`src/rtl/sram_mem_responder.sv`:
```
// MEM-stage data-memory responder: serves 32-bit loads/stores as two 16-bit
// halves on an external asynchronous SRAM, stalling the pipeline via ready.
module sram_mem_responder #(
  parameter logic [31:0] BASE_ADDR    = 32'd1024,
  parameter int unsigned PHASE_CYCLES = 2
) (
  input  logic        clk,
  input  logic        rst,
  input  logic        rd_en,
  input  logic        wr_en,
  input  logic [31:0] address,
  input  logic [31:0] write_data,
  output logic [31:0] read_data,
  output logic        ready,
  output logic [17:0] sram_addr,
  output logic [15:0] sram_dq_out,
  input  logic [15:0] sram_dq_in,
  output logic        sram_dq_oe,
  output logic        sram_we_n,
  output logic        sram_oe_n,
  output logic        sram_ce_n,
  output logic        sram_ub_n,
  output logic        sram_lb_n
);

  typedef enum logic [2:0] {StIdle, StRdLo, StRdHi, StWrLo, StWrHi, StDone} state_e;

  state_e      state_q;
  logic [3:0]  cnt_q;
  logic [15:0] wdata_hi_q;
  logic [16:0] word;
  logic        phase_end;

  // Borrow is discarded and upper word bits are dropped: no range check.
  assign word      = 17'((address - BASE_ADDR) >> 2);
  assign phase_end = (cnt_q == 4'(PHASE_CYCLES - 1));

  assign ready = (state_q == StDone) | ((state_q == StIdle) & ~rd_en & ~wr_en);

  // Both byte lanes are always enabled once out of reset.
  assign sram_ub_n = rst;
  assign sram_lb_n = rst;

  always_ff @(posedge clk or posedge rst) begin
    if (rst) begin
      state_q     <= StIdle;
      cnt_q       <= 4'd0;
      wdata_hi_q  <= 16'd0;
      read_data   <= 32'd0;
      sram_addr   <= 18'd0;
      sram_dq_out <= 16'd0;
      sram_dq_oe  <= 1'b0;
      sram_we_n   <= 1'b1;
      sram_oe_n   <= 1'b1;
      sram_ce_n   <= 1'b1;
    end else begin
      unique case (state_q)
        StIdle: begin
          cnt_q <= 4'd0;
          if (wr_en) begin
            state_q     <= StWrLo;
            sram_addr   <= {word, 1'b0};
            sram_dq_out <= write_data[15:0];
            wdata_hi_q  <= write_data[31:16];
            sram_dq_oe  <= 1'b1;
            sram_ce_n   <= 1'b0;
            sram_we_n   <= 1'b0;
            sram_oe_n   <= 1'b1;
          end else if (rd_en) begin
            state_q    <= StRdLo;
            sram_addr  <= {word, 1'b0};
            sram_dq_oe <= 1'b0;
            sram_ce_n  <= 1'b0;
            sram_we_n  <= 1'b1;
            sram_oe_n  <= 1'b0;
          end
        end
        StRdLo: begin
          if (phase_end) begin
            read_data[15:0] <= sram_dq_in;
            sram_addr[0]    <= 1'b1;
            cnt_q           <= 4'd0;
            state_q         <= StRdHi;
          end else begin
            cnt_q <= cnt_q + 4'd1;
          end
        end
        StRdHi: begin
          if (phase_end) begin
            read_data[31:16] <= sram_dq_in;
            sram_ce_n        <= 1'b1;
            sram_oe_n        <= 1'b1;
            cnt_q            <= 4'd0;
            state_q          <= StDone;
          end else begin
            cnt_q <= cnt_q + 4'd1;
          end
        end
        StWrLo: begin
          if (phase_end) begin
            sram_addr[0] <= 1'b1;
            sram_dq_out  <= wdata_hi_q;
            cnt_q        <= 4'd0;
            state_q      <= StWrHi;
          end else begin
            cnt_q <= cnt_q + 4'd1;
          end
        end
        StWrHi: begin
          if (phase_end) begin
            sram_ce_n  <= 1'b1;
            sram_we_n  <= 1'b1;
            sram_dq_oe <= 1'b0;
            cnt_q      <= 4'd0;
            state_q    <= StDone;
          end else begin
            cnt_q <= cnt_q + 4'd1;
          end
        end
        StDone: begin
          cnt_q   <= 4'd0;
          state_q <= StIdle;
        end
        default: state_q <= StIdle;
      endcase
    end
  end

endmodule

```
`config.mk`:
```
export PLATFORM = sky130hd
export DESIGN_NAME = sram_mem_responder
export DESIGN_NICKNAME = d
export VERILOG_FILES = /design/src/rtl/sram_mem_responder.sv
export SDC_FILE = /design/constraint.sdc
export NUM_CORES = 1
export LEC_CHECK = 0
export BUFFER_PORTS_ARGS = -buffer_cell sky130_fd_sc_hd__buf_2
export CORE_MARGIN = 5
export CORE_UTILIZATION = 35
export DETAILED_ROUTE_END_ITERATION = 6
export PLACE_DENSITY = 0.63
export SETUP_SLACK_MARGIN = 0.5
export SYNTH_ARGS = -nofsm -noshare
export SYNTH_HDL_FRONTEND = slang
export SYNTH_SLANG_ARGS = --single-unit
```
`constraint.sdc`:
```
create_clock -name clk -period 3.5 [get_ports clk]
set_input_delay 0.35 -clock clk [delete_from_list [all_inputs] [get_ports clk]]
set_output_delay 0.35 -clock clk [all_outputs]
set_load 0.05 [all_outputs]
```
-- Word-level counts from Yosys, hierarchy flattened
Cells that the tools add are included.
- add/subtract/negate cells: 2
- equal/unequal tests: 14
- multiplexer cells: 25
- bitwise logic cells: 5
- reductions and logical operators: 22
- operator list (kind ; number):
    $mux 18 ; 2
    $mux 16 ; 2
    $pmux 16 s2 ; 1
    $sub 19x11->19 const B ; 1
    $mux 3 ; 5
    $reduce_and 3->1 ; 5
    $reduce_bool 2->1 ; 7
    $pmux 3 s4 ; 1
    $ne 2x2->1 const B ; 5
    $pmux 1 s2 ; 5
    $pmux 4 s2 ; 1
    $reduce_and 2->1 ; 4
    $mux 1 ; 7
    $eq 3x2->1 const B ; 2
    $eq 3x3->1 const B ; 2
    $reduce_or 2->1 ; 3
    $add 4x1->4 const B ; 1
    $eq 4x1->1 const B ; 1
    $mux 4 ; 1
    $ne 2x1->1 const B ; 2
    $reduce_and 4->1 ; 1
    $reduce_or 4->1 ; 1
    $eq 3x1->1 const B ; 1
    $logic_not 3->1 ; 1
    4 further kinds ; 6
- register bits: 93
- bits of input ports: 84
- output and inout bits: 73
- word-level logic and storage cells: 80

-- Longest topological paths before layout
Gate-level depths: netlist (run 1).
- depth after elaboration: 4
- mapped depth: 7

-- Worst setup path before layout (run 1)
OpenSTA, ideal clock, no wires.
- path type: reg2out
- start: reg state_q[0]
- end: out ready
- arrival: 1.720 ns
- required time: 3.150 ns
- setup slack: 1.430 ns
- stages on the path, launching flop included: 6
- path buffers: 2
- cells stage by stage: dfrtp_1 clkbuf_1 clkbuf_1 nor2_1 nand2_1 a21oi_1
- longest elaborated chain between the ends: 4
- elaborated cells on any way between the ends: 5
- classes of those cells: eq/ne: 1; bitwise: 3; reduce/logical: 1
- RTL lines (item ; RTL line ; source):
    start: declaration ; 28 ; state_e state_q;
    start signal: assignment ; 46 ; state_q <= StIdle;
    start signal: assignment ; 61 ; state_q <= StWrLo;
    start signal: assignment ; 70 ; state_q <= StRdLo;
    $logic_not 3->1 ; 38 ; assign ready = (state_q == StDone) | ((state_q == StIdle) & ~rd_en & ~wr_en);
    $and 1x1->1 (2 in a row) ; 38 ;
    $or 1x1->1 (*) ; 38 ;
    end: declaration ; 14 ; output logic ready,
Mark *: on every way between the ends. The rest lies on a longest branch, timed or not.

-- Final worst setup path (run 1)
- start: reg state_q[2]
- end: reg sram_dq_out[3]
- longest elaborated chain between the ends: 3
- elaborated cells on any way between the ends: 7
- classes of those cells: eq/ne: 3; mux: 1; reduce/logical: 3
- RTL lines (item ; RTL line ; source):
    $eq 3x2->1 or $logic_not 3->1 (tied branches) ; 57 ; unique case (state_q)
    $ne 2x2->1 (no line) or $reduce_bool 2->1 (tied branches) ; n/a ;
    $reduce_and 3->1 (no line) ; n/a ;
    end signal: assignment ; 63 ; sram_dq_out <= write_data[15:0];
    end signal: assignment ; 102 ; sram_dq_out <= wdata_hi_q;
    end: declaration ; 16 ; output logic [15:0] sram_dq_out,
Parallel ways exist; a longest one is shown, timed or not.
A chain may end at the register's enable or synchronous reset.

==> results of run 1 <==
per-stage QoR:
stage	instance area, um^2	hold WS (ps)	util (%)
2_1_floorplan	3940	462	-
3_3_place_gp	4760	459	43.5
3_5_place_dp	4760	467	43.5
4_1_cts	5030	161	46.0
5_1_grt	5030	166	46.0
6_report	5030	105	46.0
routing by layer:
| metal | share of wire, % | up-vias |
|---|---|---|
| li1 | - | 1348 |
| met1 | 41 | 1419 |
| met2 | 52 | 66 |
| met3 | 4.5 | 14 |
| met4 | 2.5 | 0 |
| met5 | 0 | - |
worst min-delay path: cells and delay by family:
kind / cells / cell delay, ps
buffers and inverters: 3 / 510
registers in the layout (all words and copies together) (netlist names):
register	cells
sram_oe_n	1
sram_dq_out	16
read_data	32
state_q	3
sram_we_n	1
sram_addr	18
cnt_q	4
sram_dq_oe	1
wdata_hi_q	16
sram_ce_n	1
final timing paths:
path	startpoint	endpoint	slack [ps]
setup reg to reg	state_q[2]	sram_dq_out[3]	1030
max in group asynchronous	rst	sram_ce_n	2960
hold / removal	rst	sram_dq_out[9]	110
hold reg to reg	sram_addr[15]	sram_addr[15]	470
setup / recovery	state_q[2]	sram_dq_out[3]	1030
min in group clk	address[10]	sram_addr[9]	240
power by group:
part	internal (mW)	switching, mW	leakage (nW)
combinational	0.951	2.17	1.12
sequential	1.63	0.351	1.09
clock	0.497	0.382	0.121
total	3.08	2.91	2.33
logic make-up (layout without fill, tap and decap cells):
group                      after synthesis  count (layout)  synth area share (%)
AOI/OAI and AO/OA                       67              67                  12.0
xor gates and xnor gates                 8               8                  1.78
adders and majority gates                3               3                 0.953
buffers and inverters                   26             166                  3.24
DFF                                     93              93                  59.2
muxes                                   57              57                  16.3
and+or+nand+nor                         48              48                  6.61
cell type report:
type	count	area, um^2	share of cell area [%]
well taps	140	175	3.48
clock inverters	3	22.5	0.448
clock buffers	12	246	4.90
multi-input cells	183	1490	29.5
repair buffers	144	741	14.7
inverters	7	27.5	0.547
flip-flops and latches	93	2330	46.4
layout by cell type (no fill, tap or decap), drive strengths merged, types with 4 or more instances in the layout:
master,count
a21oi,10
buf,144
clkbuf,12
dfrtp,90
inv,6
mux2,56
nand2,22
nand3,4
nor2,6
nor3,5
o21a,18
o21ai,12
o22a,16
xnor2,4
xor2,4
==> reports/results.tsv, run 1 <==
stage	metric	value	unit
outcome	status	completed	
setup_path	cp.arrival	2740	ps
setup_path	slowest_stage	nand2_1	
detailed_routing	post_drt_wl_per_cell	15.5	um
timing	setup_slack	1030	ps
finish	final_layout_size_suffix_gt1_share	50.7	%
clock_tree	post_cts_buffers	0	
timing	relSlewSlack	38.5	%
setup_path	required	3770	ps
synthesis	yosysWarnings	0	
setup_path	cp.depth	4	
grt	grt.overflow.total	0	
detailed_routing	wl	9050	um
timing	fin_crit	2470	ps
grt	grt.met1_usage	17.0	%
grt	grt_pass1_wl	14700	um
synthesis	synth.net_count	389	
synthesis	synth_area_per_cell	13.0	um^2
synthesis	yosysMostFrequentCell	dfrtp_1	
synthesis	synth_area_leaders	dfrtp_1, mux2_2, o22a_1	
clock_tree	clock-sinks	93	
grt	antenna_found_initial	0	
placement	dp_hpwl	6500	um
finish	n_antenna_cell	0	
synthesis	synth_largest_area_cell	dfrtp_1	
grt	grt_use_met3	2.85	%
clock_tree	ctsHoldBuffers	0	
worst_hold_path	worstHoldPathType	primary input to async pin	
floorplanning	row_count	38	
floorplanning	num_io_pins	157	
floorplanning	start_util	36.0	%
floorplanning	die_x	116	um
flow_run	cap_violations	0	
clock_tree	clock_latency	330	ps
timing	final-setup-viol-count	0	
synthesis	synthDistinctLibCells	37	
setup_path	crit_buf_inv	0	
finish	area_delta_synth_final	27.6	%
synthesis	synth_top_area_share	57.2	%
timing	finalSetupTns	0	ps
timing	fin_crit_sh	70.5	%
setup_path	crit_type	register to register	
placement	gp_congestion	0.750	
floorplanning	core-area	10900	um^2
setup_path	cp-start-kind	register	
clock_tree	clockBufferDepth	2	
grt	grt-busiest-layer	met2	
timing	worstMarginPinSlew	921	ps
finish	fin_cells	582	
timing	rsz0062_at_grt	false	
synthesis	synth_area	3940	um^2
finish	fillerInstances	1045	
setup_path	critical_path.top_delay_family	simple AND/OR/NAND/NOR gates	
synthesis	yosys-top-cells-count	dfrtp_1, mux2_2, nand2_1	
detailed_routing	drc	0	
setup_path	r2r_cells	4	
setup_path	end_kind	register	
placement	dp_cells	567	
detailed_routing	vias	2847	
floorplanning	die_area	13500	um^2
detailed_routing	drt_iter0_drc	105	
detailed_routing	dr.pass1.iters	4	
detailed_routing	ant_nets	0	
clock_tree	cts-root-buf	clkbuf_16	
power_and_ir_drop	max-vdd-ir-drop	0.476	mV
timing	drv_slew	0	
setup_path	crit_fanout	18	
timing	finalHoldViolations	0	
clock_tree	clkTransAtPathRegs	60	ps
grt	grt_usage	13.9	%
grt	grt_max_degree	94	
power_and_ir_drop	powerDensity	1190	nW/um^2
clock_tree	htree_levels	3	
synthesis	async_reset_ff_share	100	%
timing	max_freq	405	MHz
synthesis	yosys_register_bits	93	
timing	skew	6.16	ps
clock_tree	cts_tree	built	
synthesis	synth-main-ff-cell	dfrtp_1	
setup_path	cp_slowest_stage_delay	660	ps
setup_path	crit_chain	nor4b_4, nand3_2, nand2_1, o21a_1	
placement	port_buffers	141	
grt	grt_use_met2	23.3	%
grt	grt_pass1_vias	2917	
power_and_ir_drop	p_total	5.99	mW
floorplanning	die_y	116	um
synthesis	syn_inst	302	
clock_tree	cts-resized-gates	0	
clock_tree	cts_inserted_buffers	9	
synthesis	yosysSeqAreaShare	59.2	%
detailed_routing	viasPerCell	4.89	
power_and_ir_drop	p_leak	2.33	nW
synthesis	synth_edf_count	0	
placement	dp_slack	1020	ps
finish	nets	525	
(Power assumes the default switching activity.)
==> inputs of run 2 (changes only) <==
--- a/config.mk
+++ b/config.mk
@@ -5,11 +5,12 @@
 export SDC_FILE = /design/constraint.sdc
 export NUM_CORES = 1
 export LEC_CHECK = 0
+export ABC_AREA = 1
 export BUFFER_PORTS_ARGS = -buffer_cell sky130_fd_sc_hd__buf_2
 export CORE_MARGIN = 5
 export CORE_UTILIZATION = 35
 export DETAILED_ROUTE_END_ITERATION = 6
-export PLACE_DENSITY = 0.63
+export PLACE_DENSITY = 0.62
 export SETUP_SLACK_MARGIN = 0.5
 export SYNTH_ARGS = -nofsm -noshare
 export SYNTH_HDL_FRONTEND = slang
==> constraint.sdc (replaced) <==
create_clock -name clk -period 2.54 [get_ports clk]
set_input_delay 0.254 -clock clk [delete_from_list [all_inputs] [get_ports clk]]
set_output_delay 0.254 -clock clk [all_outputs]
set_load 0.05 [all_outputs]
==> reports/results.tsv, run 2 <==
stage	metric	value	unit
setup_path	cp_slowest_stage_delay	490	ps
synthesis	yosys_register_bits	93	
finish	nets	708	
synthesis	synth_area	4230	um^2
floorplanning	num_io_pins	157	
clock_tree	cts-root-buf	clkbuf_16	
synthesis	yosysSeqAreaShare	55.1	%
synthesis	synth_area_per_cell	8.69	um^2
timing	drv_slew	0	
setup_path	critical_path.top_delay_family	flip-flops	
timing	fin_crit	1990	ps
clock_tree	cts_inserted_buffers	9	
detailed_routing	ant_nets	0	
power_and_ir_drop	clockPowerShare	16.4	%
grt	grt_usage	14.6	%
grt	antenna_found_initial	0	
synthesis	yosysMostFrequentCell	nand2_1	
placement	gp_congestion	0.801	
timing	rsz0062_at_grt	true	
clock_tree	clockBufferDepth	2	
timing	worstMarginPinSlew	686	ps
timing	fin_crit_sh	78.4	%
synthesis	async_reset_ff_share	100	%
finish	layout_commonest_cell	nand2_1	
grt	grt_pass1_wl	17100	um
finish	final_layout_size_suffix_gt1_share	31.2	%
floorplanning	core-area	11900	um^2
finish	largestRegisters	read_data x32, sram_addr x18	
synthesis	yosys-top-cells-count	nand2_1, dfrtp_1, inv_1	
placement	port_buffers	141	
detailed_routing	wl	10300	um
grt	grt_pass1_vias	3591	
finish	layout_common_cells	nand2_1, buf_2, dfrtp_1	
synthesis	yosysWarnings	0	
finish	regArea	2330	um^2
finish	design_area	5330	um^2
placement	dp_cells	756	
clock_tree	clkTransAtPathRegs	60	ps
synthesis	synth_edf_count	0	
detailed_routing	drc	0	
power_and_ir_drop	power.share.combinational	52.4	%
setup_path	cp.arrival	1740	ps
power_and_ir_drop	seqPwrFrac	31.2	%
flow_run	cap_violations	0	
clock_tree	htree_levels	3	
clock_tree	clock_latency	340	ps
synthesis	synth_top_area_share	53.2	%
finish	multiInputGateArea	1510	um^2
timing	final-setup-viol-count	0	
finish	top_register	read_data	
detailed_routing	drt_iter0_drc	202	
outcome	status	completed	
setup_path	required	2290	ps
floorplanning	die_area	14400	um^2
floorplanning	die_y	120	um
grt	grt.overflow.total	0	
power_and_ir_drop	p_leak	2.98	nW
power_and_ir_drop	p_sw	4.33	mW
detailed_routing	vias	3560	
timing	finalHoldViolations	0	
finish	area_delta_synth_final	26.0	%
floorplanning	die_x	120	um
worst_hold_path	worstHoldPathType	primary input to async pin	
floorplanning	row_count	40	
synthesis	synth_area_leaders	dfrtp_1, nand2_1, o21ai_0	
power_and_ir_drop	max-vdd-ir-drop	0.733	mV
synthesis	synth.net_count	574	
clock_tree	clock-sinks	93	
timing	skew	12.1	ps
grt	grt_max_degree	41	
synthesis	synth-main-ff-cell	dfrtp_1	
power_and_ir_drop	powerDensity	1570	nW/um^2
timing	max_freq	502	MHz
clock_tree	ctsHoldBuffers	0	
detailed_routing	dr.pass1.iters	4	
synthesis	synth_largest_area_cell	dfrtp_1	
setup_path	crit_buf_inv	2	
timing	finalSetupTns	0	ps
setup_path	cp-start-kind	register	
floorplanning	start_util	35.5	%
detailed_routing	post_drt_wl_per_cell	13.3	um
setup_path	slowest_stage	dfrtp_2	
finish	largest_reg_flops	32	
timing	relSlewSlack	54.1	%
finish	fin_cells	774	
finish	fillerInstances	1214	
setup_path	end_kind	primary output	
setup_path	cp_common_cell	nand2_2	
setup_path	crit_type	register to primary output	
clock_tree	cts_tree	built	
synthesis	synthDistinctLibCells	28	
detailed_routing	viasPerCell	4.60	
placement	postPlaceCellArea	4990	um^2
clock_tree	post_cts_buffers	0	
synthesis	syn_inst	487	
placement	dp_hpwl	7500	um
setup_path	crit_chain	inv_4, nand2_2, nor2_4, nand2_2, o21ai_0, buf_4	
setup_path	crit_fanout	8	
power_and_ir_drop	p_sw_share	51.7	%
power_and_ir_drop	power.internal	4.04	mW
run 2: cell types whose count changed after synthesis, sizes merged, moves of 5 or more:
cell	change
a21oi	+5
buf	+11
nand3	+20
clkbuf	-8
o21a	-18
nor2	+23
inv	+58
mux2	-56
o22a	-16
o21ai	+63
nor3	-5
nand2	+129
run 2: timing repair:
| action | 4_1_cts | 5_1_grt |
|---|---|---|
| cloned | 1 | 0 |
| setup endpoints to repair | 17 | 17 |
| endpoints found under the hold margin | 0 | 0 |
| resized for setup | 3 | 2 |
run 2: final cells by class:
class	count	area share (%)
Antenna cell	1	0.0469
Clock buffer	11	4.74
Clock inverter	5	1.08
Inverter	65	4.74
Multi-Input combinational cell	308	28.3
Sequential cell	93	43.7
Tap cell	147	3.45
Timing Repair Buffer	144	13.9
run 2: path summary, 6_finish.rpt:
check | from | endpoint | slack [ps] | cells past startpoint
setup reg to reg | state_q[2] | sram_dq_out[10] | 710 | 5
hold reg to reg | sram_ce_n | sram_ce_n | 470 | 2
min in group clk | address[7] | sram_addr[6] | 110 | 3
max in group asynchronous | rst | cnt_q[1] | 1870 | 3
setup / recovery | state_q[1] | ready | 550 | 6
hold / removal | rst | wdata_hi_q[6] | 30 | 2
run 2: cell families (layout without fill, tap and decap cells):
| kind of cell | count (synthesis) | after routing | share of synthesized area (%) |
|---|---|---|---|
| xor gates and xnor gates | 4 | 4 | 0.828 |
| other | 0 | 1 | 0 |
| AOI/OAI and AO/OA | 92 | 93 | 12.4 |
| and+or+nand+nor | 208 | 208 | 20.9 |
| adders and majority gates | 3 | 3 | 0.887 |
| buffers and inverters | 87 | 225 | 9.90 |
| DFF | 93 | 93 | 55.1 |
run 2: metrics by stage:
stage / worst slack, ps / hold WS, ps / util, % / power [mW]
6_report: 550 / 33.1 / 44.8 / 8.37
5_1_grt: 459 / 89.6 / 44.7 / 8.94
4_1_cts: 495 / 64.6 / 44.7 / 8.47
3_5_place_dp: 470 / 428 / 41.9 / 7.02
3_3_place_gp: 535 / 412 / 41.9 / 6.91
2_1_floorplan: 535 / 346 / - / 6.07
run 2: per-layer routing:
| metal | vias up | wire length, um | global-route usage (%) |
|---|---|---|---|
| met2 | 117 | 4550 | 23.1 |
| met5 | - | 0 | 0 |
| li1 | 1797 | - | - |
| met1 | 1642 | 4720 | 18.4 |
| met3 | 4 | 976 | 5.98 |
| met4 | 0 | 55 | 3.87 |
run 2: power groups by stage:
stage	sequential, mW	clock (mW)	combinational [mW]
floorplan	4.50	0	1.58
global placement	2.59	0	4.32
detailed placement	2.62	0	4.40
CTS	2.61	1.42	4.44
global route	2.70	1.48	4.76
finish	2.61	1.37	4.39
